[src/rtl/str_blit_pkg.sv]
// Package: str_blit_pkg
// Shared constants, types and helpers for the string blitter.
//   DEF_COLS / DEF_ROWS / DEF_MAX_LEN : default text geometry and length cap
//   ROM_AW / TXT_AW / CHAR_W          : strings ROM address, text RAM address, char widths
//   CHAR_NUL                          : string terminator
//   state_t                           : sequencer state {IDLE, RUN}
// Optional feature macro: STR_BLIT_CLIP_EN. When defined, text is clipped at the
// right-hand edge of the row instead of wrapping to the next row.
package str_blit_pkg;

  localparam int DEF_COLS    = 80;
  localparam int DEF_ROWS    = 30;
  localparam int DEF_MAX_LEN = 64;

  localparam int ROM_AW = 11;
  localparam int TXT_AW = 12;
  localparam int CHAR_W = 8;
  localparam int ROW_W  = 5;
  localparam int COL_W  = 7;
  localparam int LEN_W  = 7;

  localparam logic [CHAR_W-1:0] CHAR_NUL = 8'h00;

`ifdef STR_BLIT_CLIP_EN
  localparam bit CLIP_EN = 1'b1;
`else
  localparam bit CLIP_EN = 1'b0;
`endif

  typedef enum logic {
    IDLE = 1'b0,
    RUN  = 1'b1
  } state_t;

  // True when the requested destination lies on the screen.
  function automatic logic coord_ok(input logic [ROW_W-1:0] row,
                                    input logic [COL_W-1:0] col,
                                    input int               rows,
                                    input int               cols);
    coord_ok = (int'(row) < rows) && (int'(col) < cols);
  endfunction

  // Linear text RAM address of a cell; only used when a cursor is loaded.
  function automatic logic [TXT_AW-1:0] lin_addr(input logic [ROW_W-1:0] row,
                                                 input logic [COL_W-1:0] col,
                                                 input int               cols);
    lin_addr = TXT_AW'((int'(row) * cols) + int'(col));
  endfunction

endpackage

[src/rtl/txt_cursor.sv]
// Module: txt_cursor
// Text-mode write cursor: row/col counters plus a linear RAM address that is
// computed once on load and afterwards advanced by one per step.
//   clk, reset : clock, synchronous active-high reset
//   load       : take row_in/col_in as the new cursor position
//   step       : advance one cell (wraps to the next row, or clips when
//                STR_BLIT_CLIP_EN is defined)
//   addr       : linear text RAM address of the current cell
//   last_cell  : cursor sits on the bottom-right cell of the screen
//   clipped    : cursor has run off the right edge (clip build only)
module txt_cursor
  import str_blit_pkg::*;
#(
  parameter int COLS = DEF_COLS,
  parameter int ROWS = DEF_ROWS
) (
  input  logic              clk,
  input  logic              reset,
  input  logic              load,
  input  logic              step,
  input  logic [ROW_W-1:0]  row_in,
  input  logic [COL_W-1:0]  col_in,
  output logic [TXT_AW-1:0] addr,
  output logic              last_cell,
  output logic              clipped
);

  localparam logic [ROW_W-1:0] LAST_ROW = ROW_W'(ROWS - 1);
  localparam logic [COL_W-1:0] LAST_COL = COL_W'(COLS - 1);

  logic [ROW_W-1:0] row_r;
  logic [COL_W-1:0] col_r;
  logic             clip_r;

  // Cursor position, linear address and clip flag.
  always_ff @(posedge clk) begin
    if (reset) begin
      row_r  <= {ROW_W{1'b0}};
      col_r  <= {COL_W{1'b0}};
      addr   <= {TXT_AW{1'b0}};
      clip_r <= 1'b0;
    end else if (load) begin
      row_r  <= row_in;
      col_r  <= col_in;
      addr   <= lin_addr(row_in, col_in, COLS);
      clip_r <= 1'b0;
    end else if (step) begin
      if (col_r == LAST_COL) begin
        if (CLIP_EN) begin
          clip_r <= 1'b1;
        end else begin
          // Row-major layout: the next row's first cell is simply addr+1.
          col_r <= {COL_W{1'b0}};
          row_r <= row_r + 5'd1;
          addr  <= addr + 12'd1;
        end
      end else begin
        col_r <= col_r + 7'd1;
        addr  <= addr + 12'd1;
      end
    end else begin
      clip_r <= clip_r;
    end
  end

  assign last_cell = (row_r == LAST_ROW) && (col_r == LAST_COL);
  assign clipped   = clip_r;

endmodule

[src/rtl/string_blit_ctrl.sv]
// Module: string_blit_ctrl
// Copies a NUL-terminated string from the combinational strings ROM into the
// text-mode character RAM, one character per clock, starting at row/col.
//   clk, reset          : clock, synchronous active-high reset
//   req_valid/req_ready : request handshake (accept when both high)
//   req_addr/row/col    : ROM start address and destination cell
//   rom_addr/rom_data   : strings ROM port (data valid in the same cycle)
//   txt_we/addr/data    : registered text RAM write port
//   busy                : high while a string is being copied
//   done/done_len       : one-cycle completion pulse and chars written
// Optional feature macro: STR_BLIT_CLIP_EN (clip at row end instead of wrap).
module string_blit_ctrl
  import str_blit_pkg::*;
#(
  parameter int COLS    = DEF_COLS,
  parameter int ROWS    = DEF_ROWS,
  parameter int MAX_LEN = DEF_MAX_LEN
) (
  input  logic              clk,
  input  logic              reset,
  input  logic              req_valid,
  output logic              req_ready,
  input  logic [ROM_AW-1:0] req_addr,
  input  logic [ROW_W-1:0]  req_row,
  input  logic [COL_W-1:0]  req_col,
  output logic [ROM_AW-1:0] rom_addr,
  input  logic [CHAR_W-1:0] rom_data,
  output logic              txt_we,
  output logic [TXT_AW-1:0] txt_addr,
  output logic [CHAR_W-1:0] txt_data,
  output logic              busy,
  output logic              done,
  output logic [LEN_W-1:0]  done_len
);

  localparam logic [LEN_W-1:0] LEN_CAP = LEN_W'(MAX_LEN);

  state_t            state_r;
  logic [LEN_W-1:0]  len_r;     // chars read, bounds runaway strings
  logic [LEN_W-1:0]  wr_len_r;  // chars actually written
  logic              stop_r;    // forces termination on the next RUN cycle

  logic              accept_s;
  logic              finish_s;
  logic              write_s;
  logic [TXT_AW-1:0] cur_addr_s;
  logic              cur_last_s;
  logic              cur_clip_s;

  txt_cursor #(
    .COLS (COLS),
    .ROWS (ROWS)
  ) u_cursor (
    .clk       (clk),
    .reset     (reset),
    .load      (accept_s),
    .step      (write_s),
    .row_in    (req_row),
    .col_in    (req_col),
    .addr      (cur_addr_s),
    .last_cell (cur_last_s),
    .clipped   (cur_clip_s)
  );

  // Decode what the sequencer does in the current cycle.
  always_comb begin
    accept_s = 1'b0;
    finish_s = 1'b0;
    write_s  = 1'b0;
    case (state_r)
      IDLE: begin
        accept_s = req_valid;
      end
      RUN: begin
        finish_s = stop_r || (len_r == LEN_CAP) || (rom_data == CHAR_NUL);
        write_s  = !finish_s && !cur_clip_s;
      end
      default: begin
        accept_s = 1'b0;
      end
    endcase
  end

  // Sequencer FSM with registered handshake, ROM address and RAM write port.
  always_ff @(posedge clk) begin
    if (reset) begin
      state_r   <= IDLE;
      req_ready <= 1'b1;
      busy      <= 1'b0;
      rom_addr  <= {ROM_AW{1'b0}};
      txt_we    <= 1'b0;
      txt_addr  <= {TXT_AW{1'b0}};
      txt_data  <= {CHAR_W{1'b0}};
      done      <= 1'b0;
      done_len  <= {LEN_W{1'b0}};
      len_r     <= {LEN_W{1'b0}};
      wr_len_r  <= {LEN_W{1'b0}};
      stop_r    <= 1'b0;
    end else begin
      txt_we <= 1'b0;
      done   <= 1'b0;
      case (state_r)
        IDLE: begin
          if (accept_s) begin
            state_r   <= RUN;
            req_ready <= 1'b0;
            busy      <= 1'b1;
            rom_addr  <= req_addr;
            len_r     <= {LEN_W{1'b0}};
            wr_len_r  <= {LEN_W{1'b0}};
            // Off-screen destinations finish on the first RUN cycle.
            stop_r    <= !coord_ok(req_row, req_col, ROWS, COLS);
          end else begin
            req_ready <= 1'b1;
            busy      <= 1'b0;
          end
        end
        RUN: begin
          if (finish_s) begin
            state_r   <= IDLE;
            req_ready <= 1'b1;
            busy      <= 1'b0;
            done      <= 1'b1;
            done_len  <= wr_len_r;
            stop_r    <= 1'b0;
          end else begin
            rom_addr <= rom_addr + 11'd1;
            len_r    <= len_r + 7'd1;
            if (write_s) begin
              txt_we   <= 1'b1;
              txt_addr <= cur_addr_s;
              txt_data <= rom_data;
              wr_len_r <= wr_len_r + 7'd1;
              // Bottom-right cell is the last one the screen can take.
              if (cur_last_s && !CLIP_EN) begin
                stop_r <= 1'b1;
              end else begin
                stop_r <= stop_r;
              end
            end else begin
              wr_len_r <= wr_len_r;
            end
          end
        end
        default: begin
          state_r   <= IDLE;
          req_ready <= 1'b1;
          busy      <= 1'b0;
        end
      endcase
    end
  end

endmodule

[config.mk]
export PLATFORM = sky130hd
export DESIGN_NAME = string_blit_ctrl
export DESIGN_NICKNAME = d
export VERILOG_FILES = /design/src/rtl/str_blit_pkg.sv /design/src/rtl/txt_cursor.sv /design/src/rtl/string_blit_ctrl.sv
export SDC_FILE = /design/constraint.sdc
export NUM_CORES = 1
export LEC_CHECK = 0
export ABC_AREA = 1
export BUFFER_PORTS_ARGS = -buffer_cell sky130_fd_sc_hd__buf_2
export CORE_MARGIN = 2
export CORE_UTILIZATION = 52
export DETAILED_ROUTE_END_ITERATION = 10
export PLACE_DENSITY_LB_ADDON = 0.1
export SLEW_MARGIN = 25
export SYNTH_ARGS = -nofsm -noshare
export SYNTH_HDL_FRONTEND = slang
export SYNTH_SLANG_ARGS = --single-unit
[constraint.sdc]
create_clock -name clk -period 1.95 [get_ports clk]
set_input_delay 0.0975 -clock clk [delete_from_list [all_inputs] [get_ports clk]]
set_output_delay 0.0975 -clock clk [all_outputs]
set_load 0.02 [all_outputs]
=== Word-level counts from Yosys, hierarchy flattened ===
Cells that the tools add are included.

* Flip-flop bits (word level): 82
* Bits of input ports: 34
* Output and inout port bits: 42
* Word-level logic and storage cells: 88

* Add/sub/neg operators: 7
* Multipliers: 1
* $lt $le $gt $ge: 2
* Equal/unequal tests: 9
* Muxes and demuxes: 35
* Bitwise operators: 2
* Reductions and logical operators: 17

{| class="wikitable"
|+ Operators with widths
! operator !! count
|-
| 7-bit 2-to-1 mux || 7
|-
| 7-bit case mux with 2 select lines || 2
|-
| 12-bit 2-to-1 mux || 2
|-
| 11-bit 2-to-1 mux || 2
|-
| 11-bit case mux with 2 select lines || 1
|-
| 7-bit by 1-bit adder with 7-bit output (second input constant) || 3
|-
| 5-bit 2-to-1 mux || 3
|-
| 7-bit equality test (second input constant) || 2
|-
| 1-bit 2-to-1 mux || 14
|-
| 12-bit by 1-bit adder with 12-bit output (second input constant) || 1
|-
| 12-bit by 8-bit adder with 12-bit output || 1
|-
| 11-bit by 1-bit adder with 11-bit output (second input constant) || 1
|-
| 3-bit AND reduction || 3
|-
| 8-bit zero test || 1
|-
| 5-bit by 3-bit multiplier with 8-bit output (second input constant) || 1
|-
| 1-bit case mux with 2 select lines || 4
|-
| 7-bit less-than comparator (second input constant) || 1
|-
| 3-bit by 1-bit != test with 1-bit output (second input constant) || 2
|-
| 2-bit AND reduction || 3
|-
| 5-bit by 1-bit adder with 5-bit output (second input constant) || 1
|-
| 5-bit equality test (second input constant) || 1
|-
| 5-bit less-than comparator (second input constant) || 1
|-
| 2-bit by 1-bit != test with 1-bit output (second input constant) || 2
|-
| 2-bit != test (second input constant) || 2
|-
| other kinds (7) || 12
|}

=== Logic depth before layout (Yosys ltp) ===
Gate-level depths: netlist of run 1.

* Word-level depth: 8
* Depth in mapped cells: 14
* Depth with buffers taken out: 14

=== By module ===
A second synthesis of run 1 with hierarchy kept.

* Cells, all modules: 660
* Area total of the unflattened synthesis: 4524.3 µm²

{| class="wikitable"
|+ Modules (own cells, without submodules)
! module !! times used !! cells an instance !! area each (µm²) !! seq. area each (µm²)
|-
| string_blit_ctrl || 1 || 393 || 2746.4 || 1161.1
|-
| txt_cursor || 1 || 267 || 1778.0 || 480.5
|}

=== Worst setup path before layout of run 1 ===
Ideal clock, no wire load.

* Kind: input-to-reg
* Start point: input port req_row[1]
* End point: register u_cursor.addr[9]
* Library setup time: 0.117 ns
* Arrival: 1.649 ns
* Required time: 1.833 ns
* Setup slack: 0.184 ns
* Cell stages on the path: 12
* Path buffers: 0
* Cells stage by stage: ha_1 -> ha_1 -> fa_1 -> nand2_1 -> inv_1 -> nand2_1 -> nor2_1 -> nor2_1 -> nand2_1 -> nand2_1 -> nor2_1 -> nor2_1

* Word-level cells in the longest chain between the ends: 3

{| class="wikitable"
|+ Ends and longest elaborated chain
! element !! line !! text
|-
| start, declared || string_blit_ctrl.sv:24 || <nowiki>input logic [ROW_W-1:0] req_row,</nowiki>
|-
| 5-bit by 3-bit multiplier with 8-bit output || str_blit_pkg.sv:47 || <nowiki>lin_addr = TXT_AW'((int'(row) * cols) + int'(col));</nowiki>
|-
| 12-bit by 8-bit adder with 12-bit output || str_blit_pkg.sv:47 ||
|-
| 12-bit 2-to-1 mux || txt_cursor.sv:42 || <nowiki>end else if (load) begin</nowiki>
|-
| end signal, assigned || txt_cursor.sv:40 || <nowiki>addr <= {TXT_AW{1'b0}};</nowiki>
|-
| end signal, assigned || txt_cursor.sv:45 || <nowiki>addr <= lin_addr(row_in, col_in, COLS);</nowiki>
|-
| end signal, assigned || txt_cursor.sv:55 || <nowiki>addr <= addr + 12'd1;</nowiki>
|-
| end, declared || txt_cursor.sv:23 || <nowiki>output logic [TXT_AW-1:0] addr,</nowiki>
|}

No other way between the ends.
A chain may end at the register's enable or synchronous reset.

=== Worst setup path in the final report of run 1 ===
* Start point: register len_r[0]
* End point: register u_cursor.addr[8]

* Word-level cells in the longest chain between the ends: 6

{| class="wikitable"
|+ Ends and longest elaborated chain
! element !! line !! text
|-
| start, declared || string_blit_ctrl.sv:39 || <nowiki>logic [LEN_W-1:0] len_r;</nowiki>
|-
| start signal, assigned || string_blit_ctrl.sv:96 || <nowiki>len_r <= {LEN_W{1'b0}};</nowiki>
|-
| start signal, assigned || string_blit_ctrl.sv:109 || <nowiki>len_r <= {LEN_W{1'b0}};</nowiki>
|-
| start signal, assigned || string_blit_ctrl.sv:128 || <nowiki>len_r <= len_r + 7'd1;</nowiki>
|-
| 7-bit equality test || string_blit_ctrl.sv:75 || <nowiki>finish_s = stop_r || (len_r == LEN_CAP) || (rom_data == CHAR_NUL);</nowiki>
|-
| 1-bit logical OR (2 in series) || string_blit_ctrl.sv:75 ||
|-
| 1-bit zero test || string_blit_ctrl.sv:76 || <nowiki>write_s = !finish_s && !cur_clip_s;</nowiki>
|-
| 1-bit 2-to-1 mux || string_blit_ctrl.sv:70 || <nowiki>case (state_r)</nowiki>
|-
| 2-bit nonzero test (no line) || -- ||
|-
| end signal, assigned || txt_cursor.sv:45 ||
|-
| end signal, assigned || txt_cursor.sv:55 ||
|-
| end signal, assigned || txt_cursor.sv:59 || <nowiki>addr <= addr + 12'd1;</nowiki>
|}

No other way between the ends.

==> summary.txt, run 1 <==
Worst setup path
  – CP required: 2.23 ns
  – Crit-path max FO: 12
  – Crit-path slowest cell: dfxtp_1
  – WP data arrival: 2.08 ns
  – Startpoint Class: register
  – Critical Path End Type: register
  – CP top delay family: simple AND/OR/NAND/NOR gates
  – Setup Crit Path Kind: register to register
  – Worst Path Buf+Inv: 2
  – Critical-path cell list: inv_1, ha_1, nand2_1, inv_1, nand3_2, nand2_4, o21ai_4, nand2_4, nor2_4, nand2_1, o21ai_1
  – Worst path max stage delay: approximately 0.41 ns

Worst hold path
  – Min-delay worst type: primary input to register

Yosys
  – Yosys top cell by area: dfxtp_1
  – #FFs+latches synth: just over 80
  – Syn avg cell area: between 6 and 7 µm²
  – Main area contributors after synthesis: dfxtp_1 36%, nand2_1 15%, nor2_1 9.3%, o21ai_0 7.3%, nand3_1 5.8%
  – Ys Warns: 0
  – Post-Syn Area: roughly 4500 µm²
  – Post-synth top area share: 36.4%
  – Syn Inst Count: slightly below 700
  – Syn_nets: between 700 and 800
  – Sequential-to-total area share from yosys stat: between 30% and 40%
  – Synth unique cells: 32

Final layout
  – Fin nets: 814
  – Layout cells sized above 1: about 16%
  – FILL cells: 795
  – Final Util: roughly 63%
  – Multi-input gate area: between 2000 and 2500 µm²
  – Non-filler cells, final: about 870
  – Storage cell area: 1640 µm²
  – Syn-to-layout area delta: 15.7%
  – ANT cells: 0

Floorplan
  – DIE HEIGHT: 97.2 µm
  – Core area: a little over 8000 µm²
  – Site row count: 33
  – Die ar.: ~9400 µm²
  – Initial Util: a little over half
  – Die Wd: 97.2 µm
  – IO Count: 76

STA
  – Achievable Freq: 556 MHz
  – Final setup viols: 0
  – Minimum clock period: 1.80 ns
  – RSZ-0062 raised after global routing: false
  – Setup TNS: 0 ns
  – Pins Over Slew Limit: 0
  – Slew headroom: about 72%
  – Fin Hold WS: around 0.011 ns
  – Part of the cycle the worst path needs: 92.2%
  – Final hold violations: 0
  – Worst Clk Skew: 0.00844 ns
  – Worst Max-Slew Pin Slew: roughly 0.41 ns

Power and ir drop
  – Power density over the cells: approximately 800 nW/µm²
  – VDD IR max: around 420 µV
  – Leak: approximately 2.5 nW
  – Total power: approximately 4.1 mW

Routing
  – DR DRC count: 0
  – DR vias: roughly 4600
  – Routed wire per std cell: 12.9 µm
  – Post-route ant nets: 0
  – Vias/cell: around 5.2
  – Routed WL: around 11 mm
  – First-iteration detailed-routing DRC count: ~270
  – First-pass iteration count of the detailed router: 5

Global routing
  – Vias in the first global route: around 4200
  – First-pass GRT wire length: about 19 mm
  – GRT Util Overall: 23.9%
  – Remaining Overflow, GRT: 0
  – Pin count of the biggest net entering global routing: 29
  – Antenna violations before repair: 0

Outcome
  – Status: finished, final reports clean

CTS
  – Hold buffer count at cts: 0
  – Clock buffer depth: 2
  – CTS tree: yes
  – Clock root buffer: clkbuf_8
  – Clock sinks: between 80 and 90
  – Number of setup buffers added after CTS: 0
  – CTS H-tree depth: 3
  – Clk slew on worst S/H paths: roughly 0.09 ns
  – CTS Buf Count: 9
  – Worst skew pair latency: 0.35 ns

Place
  – Input/output buffers: 75
  – DP HPWL: ~8 mm
  – GPL Wtd Cong: slightly below 0.9
  – Placed cell count: between 800 and 900

Run
  – MaxCap Viol Count: 0
==> final timing paths <==
| kind | from | endpoint | slack (ns) | cells after the start |
|---|---|---|---|---|
| max reg2reg | len_r[0] | u_cursor.addr[8] | 0.15 | 11 |
| min | rom_data[4] | txt_data[4] | 0.01 | 3 |
| max | len_r[0] | u_cursor.addr[8] | 0.15 | 11 |
| min reg2reg | req_ready | req_ready | 0.46 | 2 |
==> synthesized netlist by cell type <==
| library cell | instances |
|---|---|
| nand2_1 | 180 |
| nor2_1 | 112 |
| dfxtp_1 | 82 |
| o21ai_0 | 66 |
| inv_1 | 62 |
| nand3_1 | 52 |
| a21oi_1 | 34 |
| ha_1 | 17 |
| buf_2 | 9 |
| buf_4 | 8 |
| clkbuf_1 | 7 |
| nand4_1 | 7 |
| xor2_1 | 7 |
| o21ai_1 | 6 |
| nand2_4 | 4 |
| xnor2_1 | 4 |
| a31oi_1 | 3 |
| nor3_1 | 3 |
| fa_1 | 2 |
| inv_2 | 2 |
| nand3_2 | 2 |
| nand3b_1 | 2 |
| nor2_2 | 2 |
| nor2_4 | 2 |
| o22ai_1 | 2 |
| buf_1 | 1 |
| buf_6 | 1 |
| clkbuf_2 | 1 |
| o21a_1 | 1 |
| o21ai_4 | 1 |
| o21bai_1 | 1 |
| o31ai_1 | 1 |
==> metrics by stage <==
stage | area, µm² | worst slack (ns)
after floorplan | 4510 | 0.184
after global placement | 5020 | 0.00350
after detailed placement | 5020 | -0.0346
after CTS | 5220 | 0.104
after global routing | 5220 | 0.0108
final | 5220 | 0.153
==> final cells by class <==
cell class | instances | area share (%)
Multi-Input combinational cell | 511 | 47.5
Sequential cell | 82 | 31.4
Timing Repair Buffer | 93 | 10.0
Inverter | 64 | 4.60
Clock buffer | 11 | 2.71
Tap cell | 105 | 2.52
Clock inverter | 5 | 1.20
==> registers in the layout, summed over array words and instances, names as in the netlist, 7 cells and up <==
| register | count |
|---|---|
| done_len | 7 |
| len_r | 7 |
| rom_addr | 11 |
| txt_addr | 12 |
| txt_data | 8 |
| u_cursor.addr | 12 |
| u_cursor.col_r | 7 |
| wr_len_r | 7 |
==> metal layers <==
layer	share of wire (%)	GRT usage (%)	vias to the layer above
met5	0	0	-
met3	5.0	4.68	19
met2	48	41.8	145
met1	46	29.7	2057
met4	1.8	7.48	0
li1	-	-	2345
==> worst reg2reg max path: stages, from the launching register on <==
cell	delay [ns]
dfxtp_1	0.41
inv_1	0.06
ha_1	0.19
nand2_1	0.06
inv_1	0.04
nand3_2	0.07
nand2_4	0.07
o21ai_4	0.21
nand2_4	0.10
nor2_4	0.32
nand2_1	0.11
o21ai_1	0.09
==> logic make-up after synthesis <==
group	after synthesis	synth area share (%)
XOR/XNOR	11	2.13
buffers and inverters	91	8.68
adder cells (fa/ha/maj)	19	5.60
AND/OR/NAND/NOR	366	33.9
flip-flops	82	36.4
AO/OA/AOI/OAI	115	13.3
==> placed cells by master (no fill, tap or decap), drive strengths merged <==
| cell | synthesis | final |
|---|---|---|
| o21ai | 73 | 73 |
| nand2 | 184 | 184 |
| clkbuf | 8 | 11 |
| clkinv | 0 | 1 |
| a21oi | 34 | 34 |
| buf | 19 | 93 |
| ha | 17 | 17 |
| nor3 | 3 | 3 |
| nand3b | 2 | 2 |
| o22ai | 2 | 2 |
| dfxtp | 82 | 82 |
| xnor2 | 4 | 4 |
| o21bai | 1 | 1 |
| o21a | 1 | 1 |
| inv | 64 | 65 |
| a31oi | 3 | 3 |
| nand4 | 7 | 7 |
| o31ai | 1 | 1 |
| bufinv | 0 | 1 |
| nor2 | 116 | 116 |
| clkinvlp | 0 | 2 |
| nand3 | 54 | 54 |
| fa | 2 | 2 |
| xor2 | 7 | 7 |
==> power by group <==
| part | total (mW) | internal (mW) | switching [mW] |
|---|---|---|---|
| Clock | 1.27 | 0.634 | 0.633 |
| Sequential | 1.93 | 1.81 | 0.120 |
| Combinational | 0.941 | 0.339 | 0.602 |
==> what timing repair did <==
item                                    in CTS  in global routing
endpoints found under the setup margin       0                  1
gates resized for setup                      0                  1
hold endpoints to repair                     0                  0
(Power assumes the default switching activity.)
==> run 2, diff against run 1 <==
--- a/config.mk
+++ b/config.mk
@@ -8,7 +8,7 @@
 export ABC_AREA = 1
 export BUFFER_PORTS_ARGS = -buffer_cell sky130_fd_sc_hd__buf_2
 export CORE_MARGIN = 2
-export CORE_UTILIZATION = 52
+export CORE_UTILIZATION = 25
 export DETAILED_ROUTE_END_ITERATION = 10
 export PLACE_DENSITY_LB_ADDON = 0.1
 export SLEW_MARGIN = 25
==> summary.txt, run 2 (synthesis results as in run 1) <==
Outcome
  – Status: finished, final reports clean

Final layout
  – Biggest regs: txt_addr (12), u_cursor.addr (12), rom_addr (11)
  – FILL cells: 1975 (+150%)
  – Layout cells sized above 1: 16.7% (+0.76 points)
  – Final Instance Area: 5550 µm² (+6.3%)
  – Commonest non-fill, non-tap cell in the layout: nand2_1
  – Fin nets: 821 (+0.86%)
  – Syn-to-layout area delta: 23.0%
  – Non-filler cells, final: 1002 (+15%)
  – ANT cells: 0 (unchanged)
  – Most frequent cells in the layout: 180 x nand2_1, 110 x nor2_1, 82 x dfxtp_1

Floorplan
  – Core area: 17800 µm² (+110%)
  – Site row count: 49 (+48%)
  – Initial Util: 25.3% (-29 points)
  – Die ar.: 19100 µm² (+100%)
  – IO Count: 76 (unchanged)
  – Die Wd: 138 µm (+42%)
  – DIE HEIGHT: 138 µm (+42%)

Global routing
  – Met1 Track Usage GR: 17.6% (-12 points)
  – GRT Max-Usage Layer: met2
  – Pin count of the biggest net entering global routing: 57 (+97%)
  – Met2 GRT Util: 25.8% (-16 points)
  – First-pass GRT wire length: 22.4 mm (+18%)
  – Met3 Use GR: 2.63% (-2.0 points)
  – Vias in the first global route: 4357 (+3.7%)
  – Remaining Overflow, GRT: 0 (unchanged)
  – GRT Util Overall: 14.6% (-9.3 points)
  – Antenna violations before repair: 0 (unchanged)

Power and ir drop
  – Power density over the cells: 856 nW/µm² (+7.9%)
  – Total power: 4.75 mW (+15%)
  – VDD IR max: 445 µV (+6.6%)
  – Leak: 2.59 nW (+3.3%)

STA
  – Final hold violations: 0 (unchanged)
  – Slew headroom: 61.7% (-11 points)
  – Achievable Freq: 570 MHz (+2.4%)
  – Setup TNS: 0 ns (unchanged)
  – Final setup viols: 0 (unchanged)
  – RSZ-0062 raised after global routing: false
  – Part of the cycle the worst path needs: 90.0% (-2.2 points)
  – Worst Clk Skew: 0.00831 ns (-0.000134 ns)
  – Worst Max-Slew Pin Slew: 0.575 ns (+0.161 ns)
  – Pins Over Slew Limit: 0 (unchanged)
  – Minimum clock period: 1.76 ns (-0.0421 ns)

CTS
  – Worst skew pair latency: 0.36 ns (about the same)
  – Clock root buffer: clkbuf_16
  – Number of setup buffers added after CTS: 0 (unchanged)
  – Clock buffer depth: 2 (unchanged)
  – Clk slew on worst S/H paths: 0.07 ns (-0.02 ns)
  – Clock sinks: 82 (unchanged)
  – CTS tree: yes
  – CTS Buf Count: 9 (unchanged)
  – CTS H-tree depth: 3 (unchanged)

Place
  – DP HPWL: 10.0 mm (+23%)
  – GPL Wtd Cong: 0.813 (-7.8%)
  – Input/output buffers: 75 (unchanged)
  – Post-DP Area: 5210 µm² (+3.9%)
  – Placed cell count: 984 (+15%)

Routing
  – First-iteration detailed-routing DRC count: 224 (-16%)
  – Routed WL: 13.9 mm (+24%)
  – Post-route ant nets: 0 (unchanged)
  – DR vias: 4519 (-1.0%)
  – First-pass iteration count of the detailed router: 4 (-1)
  – Routed wire per std cell: 13.9 µm (+7.7%)
  – Vias/cell: 4.51 (-14%)
  – DR DRC count: 0 (unchanged)

Worst hold path
  – HP Start: rom_data[0]
  – Min-delay worst type: primary input to register

Run
  – MaxCap Viol Count: 0 (unchanged)

Worst setup path
  – Setup Crit Path Kind: register to register
  – Critical Path Source: u_cursor.col_r[0]
  – Crit path top cell by count: nor2_1
  – WP data arrival: 2.05 ns (-0.03 ns)
  – Worst path max stage delay: 0.36 ns (-0.05 ns)
  – Critical Path End Type: register
  – Worst R2R Start: u_cursor.col_r[0]
  – Critical-path cell list: ha_1, nand3_1, nor2_1, nor2_1, inv_1, nand3_2, nand2_1, nand2_1, nor2_1
  – Crit-path slowest cell: dfxtp_1
  – CP required: 2.24 ns (about the same)
  – Startpoint Class: register
  – Crit-path max FO: 8 (-4)
[run 2: report_power, final]
group	leakage (nW)	internal [mW]	switching (mW)
Clock	0.146	1.04	0.784
Combinational	1.78	0.354	0.635
Sequential	0.673	1.82	0.121
Total	2.59	3.21	1.54
[run 2: worst paths after layout]
| kind | cells after the start | end | slack [ns] |
|---|---|---|---|
| worst max-delay path | 9 | u_cursor.row_r[1] | 0.19 |
| worst min-delay path | 3 | txt_data[0] | 0.01 |
| worst max register to register | 9 | u_cursor.row_r[1] | 0.19 |
| worst min register to register | 2 | req_ready | 0.46 |
[run 2: repair_timing]
action	CTS	global route
hold buffers	2	0
resized for setup	0	2
hold endpoints to repair	2	0
setup endpoints to repair	0	9
[run 2: critical path, delay by kind of cell, from the launching register on]
family                     cells  cell delay, ns
DFF                            1            0.36
and+or+nand+nor                7            0.87
buffers and inverters          1            0.25
adders and majority gates      1            0.20
[run 2: layer usage]
metal,up-vias,share of wire [%]
li1,2363,-
met1,2072,46
met2,69,49
met3,15,3.2
met4,0,1.8
met5,-,0
[run 2: final cells by class]
class                   count  area (µm²)  area share [%]
clock buffers              10         239            4.30
clock inverters             6        71.3            1.28
flip-flops and latches     82        1640            29.6
multi-input cells         511        2490            44.9
repair buffers            100         581            10.5
inverters                  64         240            4.33
well taps                 229         287            5.16
[run 2: per-stage QoR]
stage / hold slack, ns / setup WS [ns] / utilization, %
floorplan: 0.262 / 0.184 / -
finish: 0.0127 / 0.195 / 31.1
global placement: 0.369 / -0.0363 / 29.2
detailed placement: 0.372 / -0.0413 / 29.2
global route: 0.0231 / 0.00272 / 31.1
CTS: 0.00767 / 0.00630 / 31.1
